<file path="src/rtl/wt_cache_pkg.sv">
// rtl/wt_cache_pkg.sv - shared constants for the write-through cache subsystem
package wt_cache_pkg;
    localparam logic SRC_ICACHE = 1'b0;
    localparam logic SRC_DCACHE = 1'b1;
    // Matches the D$ write-buffer transaction count.
    localparam int unsigned WT_NUM_TX = 8;
endpackage

</file>
<file path="src/rtl/wt_tid_table.sv">
// rtl/wt_tid_table.sv - per-transaction-ID busy/owner tracking for the memory arbiter
module wt_tid_table
    import wt_cache_pkg::*;
#(
    parameter int unsigned NumTx = WT_NUM_TX,
    parameter int unsigned TidW  = $clog2(NumTx)
) (
    input  logic             clk_i,
    input  logic             rst_ni,
    input  logic             set_i,
    input  logic [TidW-1:0]  set_tid_i,
    input  logic             set_owner_i,
    input  logic             clr_i,
    input  logic [TidW-1:0]  clr_tid_i,
    output logic [NumTx-1:0] busy_o,
    output logic [NumTx-1:0] owner_o,
    output logic             any_busy_o
);

    logic [NumTx-1:0] busy_d, busy_q;
    logic [NumTx-1:0] owner_d, owner_q;

    // A set only hits an idle TID and a clear only a busy one, so they never collide.
    always_comb begin
        busy_d  = busy_q;
        owner_d = owner_q;
        if (clr_i) begin
            busy_d[clr_tid_i] = 1'b0;
        end
        if (set_i) begin
            busy_d[set_tid_i]  = 1'b1;
            owner_d[set_tid_i] = set_owner_i;
        end
    end

    always_ff @(posedge clk_i or negedge rst_ni) begin
        if (!rst_ni) begin
            busy_q  <= '0;
            owner_q <= '0;
        end else begin
            busy_q  <= busy_d;
            owner_q <= owner_d;
        end
    end

    assign busy_o     = busy_q;
    assign owner_o    = owner_q;
    assign any_busy_o = |busy_q;

endmodule

</file>
<file path="src/rtl/wt_mem_arbiter.sv">
// rtl/wt_mem_arbiter.sv - round-robin merge of I$/D$ requests with TID-based return routing
module wt_mem_arbiter
    import wt_cache_pkg::*;
#(
    parameter int unsigned NumTx     = WT_NUM_TX,
    parameter int unsigned ReqWidth  = 128,
    parameter int unsigned RtrnWidth = 256,
    parameter int unsigned TidW      = $clog2(NumTx)
) (
    input  logic                 clk_i,
    input  logic                 rst_ni,
    input  logic                 icache_data_req_i,
    output logic                 icache_data_ack_o,
    input  logic [ReqWidth-1:0]  icache_data_i,
    input  logic [TidW-1:0]      icache_tid_i,
    input  logic                 dcache_data_req_i,
    output logic                 dcache_data_ack_o,
    input  logic [ReqWidth-1:0]  dcache_data_i,
    input  logic [TidW-1:0]      dcache_tid_i,
    output logic                 mem_req_valid_o,
    input  logic                 mem_req_ready_i,
    output logic [ReqWidth-1:0]  mem_req_o,
    output logic [TidW-1:0]      mem_req_tid_o,
    output logic                 mem_req_src_o,
    input  logic                 mem_rtrn_vld_i,
    input  logic [RtrnWidth-1:0] mem_rtrn_i,
    input  logic [TidW-1:0]      mem_rtrn_tid_i,
    output logic                 icache_rtrn_vld_o,
    output logic                 dcache_rtrn_vld_o,
    output logic [RtrnWidth-1:0] rtrn_o,
    output logic                 rtrn_err_o,
    output logic                 busy_o
);

    logic [NumTx-1:0]    tid_busy, tid_owner;
    logic                any_busy;
    logic                elig_i, elig_d, can_load, grant, win_src, hit;
    logic                rr_d, rr_q;
    logic                req_valid_d, req_valid_q;
    logic                req_src_d, req_src_q;
    logic [TidW-1:0]     req_tid_d, req_tid_q;
    logic [ReqWidth-1:0] req_data_d, req_data_q;

    wt_tid_table #(
        .NumTx (NumTx),
        .TidW  (TidW)
    ) u_tid_table (
        .clk_i       (clk_i),
        .rst_ni      (rst_ni),
        .set_i       (grant),
        .set_tid_i   (req_tid_d),
        .set_owner_i (win_src),
        .clr_i       (hit),
        .clr_tid_i   (mem_rtrn_tid_i),
        .busy_o      (tid_busy),
        .owner_o     (tid_owner),
        .any_busy_o  (any_busy)
    );

    // Eligibility uses registered busy, so a TID freed this cycle is reusable next cycle.
    always_comb begin
        elig_i   = icache_data_req_i & ~tid_busy[icache_tid_i];
        elig_d   = dcache_data_req_i & ~tid_busy[dcache_tid_i];
        can_load = ~req_valid_q | mem_req_ready_i;
        win_src  = SRC_ICACHE;
        if (elig_i && elig_d) begin
            win_src = rr_q;
        end else if (elig_d) begin
            win_src = SRC_DCACHE;
        end
        grant             = can_load & (elig_i | elig_d);
        icache_data_ack_o = grant & (win_src == SRC_ICACHE);
        dcache_data_ack_o = grant & (win_src == SRC_DCACHE);

        rr_d        = rr_q;
        req_valid_d = req_valid_q;
        req_src_d   = req_src_q;
        req_tid_d   = req_tid_q;
        req_data_d  = req_data_q;
        if (grant) begin
            rr_d        = ~win_src;
            req_valid_d = 1'b1;
            req_src_d   = win_src;
            req_tid_d   = (win_src == SRC_DCACHE) ? dcache_tid_i : icache_tid_i;
            req_data_d  = (win_src == SRC_DCACHE) ? dcache_data_i : icache_data_i;
        end else if (mem_req_ready_i) begin
            req_valid_d = 1'b0;
        end
    end

    always_ff @(posedge clk_i or negedge rst_ni) begin
        if (!rst_ni) begin
            rr_q        <= SRC_ICACHE;
            req_valid_q <= 1'b0;
            req_src_q   <= 1'b0;
            req_tid_q   <= '0;
            req_data_q  <= '0;
        end else begin
            rr_q        <= rr_d;
            req_valid_q <= req_valid_d;
            req_src_q   <= req_src_d;
            req_tid_q   <= req_tid_d;
            req_data_q  <= req_data_d;
        end
    end

    always_comb begin
        hit               = mem_rtrn_vld_i & tid_busy[mem_rtrn_tid_i];
        icache_rtrn_vld_o = hit & (tid_owner[mem_rtrn_tid_i] == SRC_ICACHE);
        dcache_rtrn_vld_o = hit & (tid_owner[mem_rtrn_tid_i] == SRC_DCACHE);
        rtrn_err_o        = mem_rtrn_vld_i & ~tid_busy[mem_rtrn_tid_i];
    end

    assign rtrn_o          = mem_rtrn_i;
    assign mem_req_valid_o = req_valid_q;
    assign mem_req_o       = req_data_q;
    assign mem_req_tid_o   = req_tid_q;
    assign mem_req_src_o   = req_src_q;
    assign busy_o          = any_busy | req_valid_q;

endmodule

</file>
<file path="config.mk">
export PLATFORM = sky130hd
export DESIGN_NAME = wt_mem_arbiter
export DESIGN_NICKNAME = d
export VERILOG_FILES = /design/src/rtl/wt_cache_pkg.sv /design/src/rtl/wt_tid_table.sv /design/src/rtl/wt_mem_arbiter.sv
export SDC_FILE = /design/constraint.sdc
export NUM_CORES = 1
export LEC_CHECK = 0
export ABC_AREA = 0
export CORE_AREA = 8 8 352 354
export DETAILED_ROUTE_END_ITERATION = 10
export DIE_AREA = 0 0 360 362
export PLACE_DENSITY_LB_ADDON = 0.05
export SYNTH_ARGS = -nofsm -noshare
export SYNTH_HDL_FRONTEND = slang
export SYNTH_HIERARCHICAL = 1
export SYNTH_SLANG_ARGS = --single-unit
</file>
<file path="constraint.sdc">
create_clock -name clk_i -period 5.9 [get_ports clk_i]
set_clock_uncertainty 0.05 [all_clocks]
set_input_delay 0.59 -clock clk_i [delete_from_list [all_inputs] [get_ports clk_i]]
set_output_delay 0.59 -clock clk_i [all_outputs]
set_load 0.01 [all_outputs]
</file>
==> impl_metrics.py <==
metrics = {
    "detailed_routing": {
        "detail_route.iter0.violations": 293,
        "dr_total_vias": 7162,
        "wire_per_inst_um": 20.5,
        "post_drt_via_cell_ratio": 2.85,
        "ant_nets": 0,
        "postRouteWirelength_um": 51600,
        "drt_drc_violations_left": 0,
        "dr.pass1.iters": 4,
    },
    "synthesis": {
        "syn-mean-instance-area_um2": 11.1,
        "postSynth.asyncResetShare_pct": 100,
        "cell_variety_after_synth": 45,
        "yosys.area.top_type": "dfrtp_1",
        "netlist_top_cells_area": "dfrtp_1, buf_4, a221o_1",
        "synth.yosys.seq_area_share_pct": 41.3,
        "yosys.cell_count.top_type": "buf_4",
        "number_of_enable_flip_flop_cells_after_synthesis": 0,
        "synthesized_area_fraction_occupied_by_ao_oa_aoi_and_oai_cells_pct": 16.0,
        "post_synth_mux_area_share_pct": 3.44,
        "synth-simple-area-share_pct": 14.4,
        "synth_top_family_by_area": "buffers and inverters",
        "synthDominantCellAreaShare_pct": 41.3,
        "yosys.area_share.adder_pct": 0,
        "ys_seq_elements": 150,
        "syn-cell-area_mm2": 0.00910,
        "yosysWarningCount": 6,
        "synth-xor-area-share_pct": 0,
        "postSynthNetCount": 1348,
        "post_synth_most_frequent_cells": "buf_4, dfrtp_1, a221o_1, nor3b_1, clkbuf_1",
        "number_of_instances_in_the_synthesized_netlist": 821,
        "synth-main-ff-cell": "dfrtp_1",
    },
    "critical_path": {
        "critPathMostFrequentCell": "clkdlybuf4s50_1",
        "path_buf_inv": 3,
        "slowest_stage_cell_crit_path": "clkdlybuf4s50_1",
        "path_cells": "clkdlybuf4s50_1 -> mux2_4 -> or3b_1 -> a31oi_4 -> buf_12 -> nor2_1 -> clkdlybuf4s50_1",
        "path_class": "primary input to primary output",
        "critPathCaptureType": "primary output",
        "timing.critical_path.fanout_max": 69,
        "family_with_the_most_delay_on_the_worst_path": "buffers and inverters",
        "worst-endpoint-arrival_ps": 3360,
        "max_stage_delay_ps": 670,
        "timing.critical_path.required_ps": 5260,
        "startpoint_class": "primary input",
    },
    "cts": {
        "clk-insertion-delay-late_ps": 510,
        "numClockSinks": 150,
        "path_clk_slew_ps": 80,
        "clk_root_buffer_cell": "clkbuf_16",
        "cts-root-to-sink-buffers": 2,
        "cts_buffers": 17,
        "htree_levels": 4,
        "tritoncts_clock_tree": "yes",
    },
    "timing": {
        "achievable-frequency_ghz": 0.250,
        "hold_viol_final": 0,
        "grt_setup_unrepaired": "no",
        "setup_total_negative_slack_ps": 0,
        "minimum_period_implied_by_the_final_worst_setup_slack_ps": 4000,
        "final_min_period_over_clock_period_pct": 67.9,
        "final-max-slew-violation-count": 0,
        "worstMarginPinSlew_ps": 853,
        "setup_violations": 0,
        "max_slew_margin_pct": 43.1,
    },
    "place": {
        "gp_routability_congestion": 0.638,
        "dp_hpwl_um": 36500,
        "portBuffers": 409,
    },
    "finish": {
        "utilization_after_layout_pct": 11.6,
        "num-nets-final": 1475,
        "area_growth_pct": 50.8,
        "drive_above_1_share_pct": 7.31,
    },
    "global_routing": {
        "grt_first_pass_wirelength_um": 69900,
        "grt_pass1_vias": 7975,
        "grt.overflow.total": 0,
        "antenna_violations_before_repair": 7,
        "globalRouteTotalUtil_pct": 7.67,
        "grt_max_degree": 89,
    },
    "floorplanning": {
        "pin_count": 922,
        "design.die.area_mm2": 0.130,
        "core_region_area_mm2": 0.119,
        "count_of_standard_cell_rows": 127,
        "floorplan.initialDensity_pct": 7.66,
        "die-width_um": 360,
        "height_of_the_chip_um": 362,
    },
    "flow_run": {
        "number_of_violations_of_the_max_capacitance_limit": 0,
    },
    "hold_path": {
        "min_path_type": "register to register",
    },
    "power": {
        "ir_worst_vdd_v": 0.000242,
        "total_leakage_power_uw": 0.00477,
        "design_power_total_uw": 6140,
        "power_per_cell_area_mw_per_mm2": 448,
    },
    "outcome": {
        "outcome": "finished clean",
    },
}
[logic make-up (layout without fill, tap and decap cells)]
| kind of cell | after synthesis | in the layout |
|---|---|---|
| AO/OA/AOI/OAI | 150 | 150 |
| buffers and inverters | 322 | 459 |
| flip-flops | 150 | 150 |
| multiplexers | 23 | 23 |
| other | 0 | 3 |
| AND/OR/NAND/NOR | 176 | 176 |
[area by class of cell]
cell class                 count  area (um2)
antenna                        3        7.51
inverter                       6        22.5
multi-input combinational    349        3120
sequential                   150        3750
fill                       13439      105000
clock inverter                 8         173
timing repair buffer         424        4240
clock buffer                  21         470
tap                         1548        1940
[metal layers]
| layer | GRT usage, % | vias to the layer above | share of wire [%] |
|---|---|---|---|
| met5 | 0 | - | 0.11 |
| met4 | 3.12 | 10 | 3.0 |
| met3 | 3.19 | 147 | 7.8 |
| met2 | 12.7 | 353 | 48 |
| met1 | 8.74 | 3586 | 41 |
| li1 | - | 3066 | - |
[layout by cell type (no fill, tap or decap), types with 3 or more instances in the layout]
cell type        instances
nor3b_1                130
diode_2                  3
mux2_2                   6
nor2_1                   4
nand4bb_1                3
a21o_1                   6
mux4_2                   5
dfrtp_1                150
nand2_1                  7
nand4b_1                 3
and4bb_2                 3
nand2b_1                 4
a221o_1                130
mux2i_1                  8
o21ai_0                  4
nand3_1                  3
buf_4                   12
inv_1                    6
bufinv_16                5
clkbuf_8                 3
clkdlybuf4s50_1        408
clkbuf_16               17
[worst paths after layout]
| kind | slack [ps] | cells after the start | to | from |
|---|---|---|---|---|
| worst min-delay path | 440 | 1 | mem_req_src_o | mem_req_src_o |
| max in group asynchronous | 4270 | 3 | u_tid_table/owner_o[5] | rst_ni |
| min in group asynchronous | 450 | 2 | mem_req_o[53] | rst_ni |
| worst max-delay path | 1900 | 7 | dcache_data_ack_o | icache_tid_i[2] |
| worst max register to register | 2300 | 7 | mem_req_o[42] | u_tid_table/busy_o[4] |
| worst min register to register | 440 | 1 | mem_req_src_o | mem_req_src_o |
[power breakdown]
group	switching, uW	total, uW	internal (uW)	leakage (uW)
Combinational	1400	2920	1520	0.00260
Sequential	336	1850	1520	0.00186
Clock	593	1370	779	0.000315
Total	2330	6140	3820	0.00477
[flip-flops by register name (all words and copies together), names as in the netlist]
name,count
mem_req_o,128
mem_req_src_o,1
mem_req_tid_o,3
mem_req_valid_o,1
rr_q,1
u_tid_table/busy_o,8
u_tid_table/owner_o,8
[timing repair]
| action | in CTS | in global routing |
|---|---|---|
| gates resized for setup | 0 | 0 |
| hold buffers | 1 | 0 |
| endpoints found under the hold margin | 19 | 0 |
| buffers inserted | 0 | 0 |
[stage by stage]
| step | cells | cell area [um2] | setup WS [ps] | hold slack (ps) |
|---|---|---|---|---|
| final | 2509 | 13700 | 1900 | 439 |
| after global routing | 2506 | 13700 | 1760 | 423 |
| after CTS | 2506 | 13700 | 1800 | 403 |
| after detailed placement | 2476 | 13100 | 1360 | 428 |
| after global placement | 2476 | 13100 | 1350 | 422 |
| after floorplan | 821 | 9100 | 2480 | 244 |
(Power assumes the default switching activity.)
==> RTL change 1 (config.mk and constraints unchanged) <==
Change the parameter `ReqWidth` from 128 to 120.
--- a/src/rtl/wt_mem_arbiter.sv
+++ b/src/rtl/wt_mem_arbiter.sv
@@ -4,5 +4,5 @@
 #(
     parameter int unsigned NumTx     = WT_NUM_TX,
-    parameter int unsigned ReqWidth  = 128,
+    parameter int unsigned ReqWidth  = 120,
     parameter int unsigned RtrnWidth = 256,
     parameter int unsigned TidW      = $clog2(NumTx)
Ports: changed (resized dcache_data_i, icache_data_i and mem_req_o); port bits go from 922 to 898. No check against the original RTL was run, so the function may have changed too.
==> RTL change 1 against the unedited design <==
Combinational power decreased by 5%. Routed wire length is essentially flat. First-iteration DRC count up 14%. Cell area decreased by 4.3%. Worst setup slack better by 0.025 ns. Power decreased by 3.7%. Sequential cell count shrank 8. Synthesized area shrank 4.0%. Critical endpoint unchanged.
==> RTL change 1: results (changes against the unedited design) <==
maximum number of pins on one net before global-route repair 85 (-4.5%); drt first-iter violations 334 (+14%); antenna violations before repair 13 (+6); Data arrival, critical path 3.34 ns (-0.02 ns); total of fill cells in the finished design 13,500 (+0.41%); peak per-stage delay on the critical path 0.64 ns (-0.03 ns); Cell Int Power 3.68 mW (-3.5%); biggest fanout along the worst timing path 30 (-57%); final net count 1,407 (-4.6%); VDD IR max 0.201 mV (-17%); fraction of layout cells with a size suffix above 1 7.70% (+0.39 points); startpoint of the worst register-to-register path u_tid_table/busy_o[7]; placed cell count 2,425 (-2.1%); leak pwr 4.53 nW (-5.0%); Min-Delay Path Class input pin to asynchronous set/reset pin; count of unique library cells instantiated by Yosys 44 (-2.2%); status completed; mean routed wirelength per cell 20.9 µm (+1.9%); RD Place Congestion 0.639 (about the same); DPL Wire Length 36.6 mm (+0.29%); Tightest Pin Transition 0.962 ns (+0.109 ns); syn_nets 1,304 (-3.3%); Reg2Reg Depth 6 (-1); first-pass GRT wire length 70.1 mm (+0.32%); total cell area at the placement stage 0.0124 mm² (-4.7%); average size of a mapped cell 11.0 µm² (-0.61%); start point of the critical path dcache_tid_i[2]
[RTL change 1: kinds of logic after synthesis]
logic type / synth area share [%]
buffers and inverters: 25.5
and+or+nand+nor: 14.4
AOI/OAI and AO/OA: 15.9
DFF: 40.7
muxes: 3.58
[RTL change 1: worst reg2reg max path, cell delays in order, from the launching register on]
cell     delay, ns
dfrtp_1       0.51
mux2i_1       0.16
mux4_2        0.55
nand3_4       0.39
o21a_4        0.52
buf_4         0.76
a221o_1       0.45
[RTL change 1: per-stage QoR]
step	worst slack, ns	hold slack [ns]
floorplan	2.47	0.244
global placement	1.57	0.414
finish	1.92	0.0494
global route	1.64	0.0575
detailed placement	1.53	0.429
CTS	1.68	0.0504
[RTL change 1: metal layers]
layer  GRT usage (%)  part of all wire (%)  up-vias
met5               0                  0.13        -
met2            12.8                    48      353
met3            3.58                   8.8      133
met4            3.64                   3.5       12
met1            8.49                    39     3383
li1                -                     -     2903
[RTL change 1: power by group through the flow]
stage          registers [mW]  logic [mW]  clock network [mW]
2_1_floorplan            1.88        1.23                   0
3_3_place_gp             1.81        2.91                   0
3_5_place_dp             1.78        2.90                   0
4_1_cts                  1.78        2.91                1.50
5_1_grt                  1.84        3.01                1.52
6_report                 1.76        2.77                1.38
[RTL change 1: final cells by class]
class | count | area share, %
clock inverter | 11 | 1.61
multi-input combinational | 333 | 22.7
antenna | 6 | 0.114
timing repair buffer | 396 | 30.1
tap | 1548 | 14.8
clock buffer | 21 | 3.51
inverter | 6 | 0.172
sequential | 142 | 27.1
==> RTL change 2 (same flow settings) <==
Made on the original files. `req_data_q` no longer has a reset.
--- a/src/rtl/wt_mem_arbiter.sv
+++ b/src/rtl/wt_mem_arbiter.sv
@@ -95,5 +95,4 @@
             req_src_q   <= 1'b0;
             req_tid_q   <= '0;
-            req_data_q  <= '0;
         end else begin
             rr_q        <= rr_d;
@@ -101,6 +100,9 @@
             req_src_q   <= req_src_d;
             req_tid_q   <= req_tid_d;
-            req_data_q  <= req_data_d;
         end
+    end
+
+    always_ff @(posedge clk_i) begin
+        req_data_q <= req_data_d;
     end
 
Behaviour: not the same (a bounded check fails within 4 cycles, from zero or initial values and one cycle with rst_ni low).
==> RTL change 2 against the unedited design <==
Synthesized area shrank 4.0%. Power shrank 23%. Sequential share of layout area grew 5.4 points. Routed wire length shrank 3.3%. Worst setup slack lost 0.090 ns. Largest power group is now registers. Register-to-register slack gained 0.02 ns. Sequential cell count is the same. Cell area shrank 2.4%. Hold slack lost 0.017 ns. Critical endpoint unchanged.
==> RTL change 2: results (changes against the unedited design) <==
power density cells 354 mW/mm² (-21%); total length of routed met2 wires 23.4 mm (-5.8%); count of unique library cells instantiated by Yosys 42 (-6.7%); commonest cells in the netlist buf_4 (262), edfxtp_1 (128), mux2_1 (79); post-detailed-route via-to-cell ratio 2.39 (-16%); final net count 1,334 (-9.6%); total of fill cells in the finished design 13,400 (+0.030%); number of global-route vias before repair 6,135 (-23%); biggest fanout along the worst timing path 5 (-93%); first-pass GRT wire length 63.9 mm (-8.6%); router iterations before antenna repair 5 (+1); remaining routing DRC violations 0 (unchanged); number of standard cells after synthesis 645 (-21%); mean routed wirelength per cell 21.0 µm (+2.2%); fraction of layout cells with a size suffix above 1 13.9% (+6.6 points); global routing met2 resource utilization 12.0% (-0.67 points); VDD IR max 0.238 mV (-1.6%); total global routing track utilization 7.49% (-0.18 points); placed cell count 2,336 (-5.7%); met3 layer wire length in the routed design 7.20 mm (+79%); sequential cell area fraction in the yosys report 50.3% (+9.1 points); fraction of synthesized area in multiplexers 20.2% (+17 points); peak per-stage delay on the critical path 0.77 ns (+0.10 ns); RD Place Congestion 0.631 (-1.2%); status completed; wire length on met1 17.6 mm (-17%); Post-synth EDFFs 128 (+128); grt met3 use 5.61% (+2.4 points); leak pwr 4.23 nW (-11%); grt met1 use 7.26% (-1.5 points); post-synthesis compound-gate area fraction 1.52% (-14 points); maximum number of pins on one net before global-route repair 108 (+21%); syn_nets 1,172 (-13%); worst slew margin relative to its limit 28.8% (-14 points); drt first-iter violations 226 (-23%); routed wire length 49.9 mm (-3.3%); DPL Wire Length 39.9 mm (+9.5%); antenna violations before repair 15 (+8); Reg2Reg Depth 8 (+1); highest routed layer met5; worst setup slack before clock tree synthesis 1.53 ns (+0.177 ns); top area cells in the synthesized netlist edfxtp_1 (44%), buf_4 (23%), mux2_1 (10%); clock latency at the later pin of the worst-skew pair 0.51 ns (about the same); Synth Flop Type edfxtp_1; Yosys warnings 6 (unchanged); Data arrival, critical path 3.45 ns (+0.09 ns); Min-Delay Path Class input pin to asynchronous set/reset pin
## RTL change 2: changes by cell type in the layout (fill, tap and decap cells not counted), moves of 8 or more
cell	before	now
a221o_1	130	0
mux2_2	6	58
buf_4	12	4
edfxtp_1	0	128
nor3b_1	130	0
dfrtp_1	150	22
mux2_1	2	79
## RTL change 2: final cells by class
type                            count  share of cell area, %
Multi-Input combinational cell    218                   16.7
Sequential cell                   150                   32.8
Clock buffer                       18                   3.20
Clock inverter                     14                   1.40
Tap cell                         1548                   14.5
Antenna cell                        7                  0.131
Inverter                            5                  0.168
Timing Repair Buffer              415                   31.1
## RTL change 2: worst register-to-register path, delay by kind of cell, from the launching register on
| family | cells | cell delay (ns) |
|---|---|---|
| and+or+nand+nor | 3 | 0.91 |
| DFF | 1 | 0.52 |
| AOI/OAI and AO/OA | 1 | 0.79 |
| buffers and inverters | 1 | 0.21 |
| muxes | 3 | 0.99 |
## RTL change 2: path summary, 6_finish.rpt
check | startpoint | end | slack [ns]
max | dcache_tid_i[2] | dcache_data_ack_o | 1.81
min | rst_ni | mem_req_tid_o[2] | 0.42
max reg2reg | u_tid_table/busy_o[5] | u_tid_table/owner_o[4] | 2.32
min reg2reg | mem_req_src_o | mem_req_src_o | 0.45
max in group asynchronous | rst_ni | u_tid_table/owner_o[5] | 5.10
min in group clk_i | mem_req_src_o | mem_req_src_o | 0.45
## RTL change 2: logic make-up (layout without fill, tap and decap cells)
| kind of cell | count (synthesis) | count (layout) |
|---|---|---|
| simple gates | 46 | 46 |
| compound gates | 20 | 20 |
| buf+inv | 277 | 452 |
| other cells | 0 | 7 |
| mux | 152 | 152 |
| flops | 150 | 150 |
## RTL change 2: power breakdown
group	switching (mW)	internal, mW
logic	0.861	0.855
registers	0.153	1.57
clock network	0.621	0.680
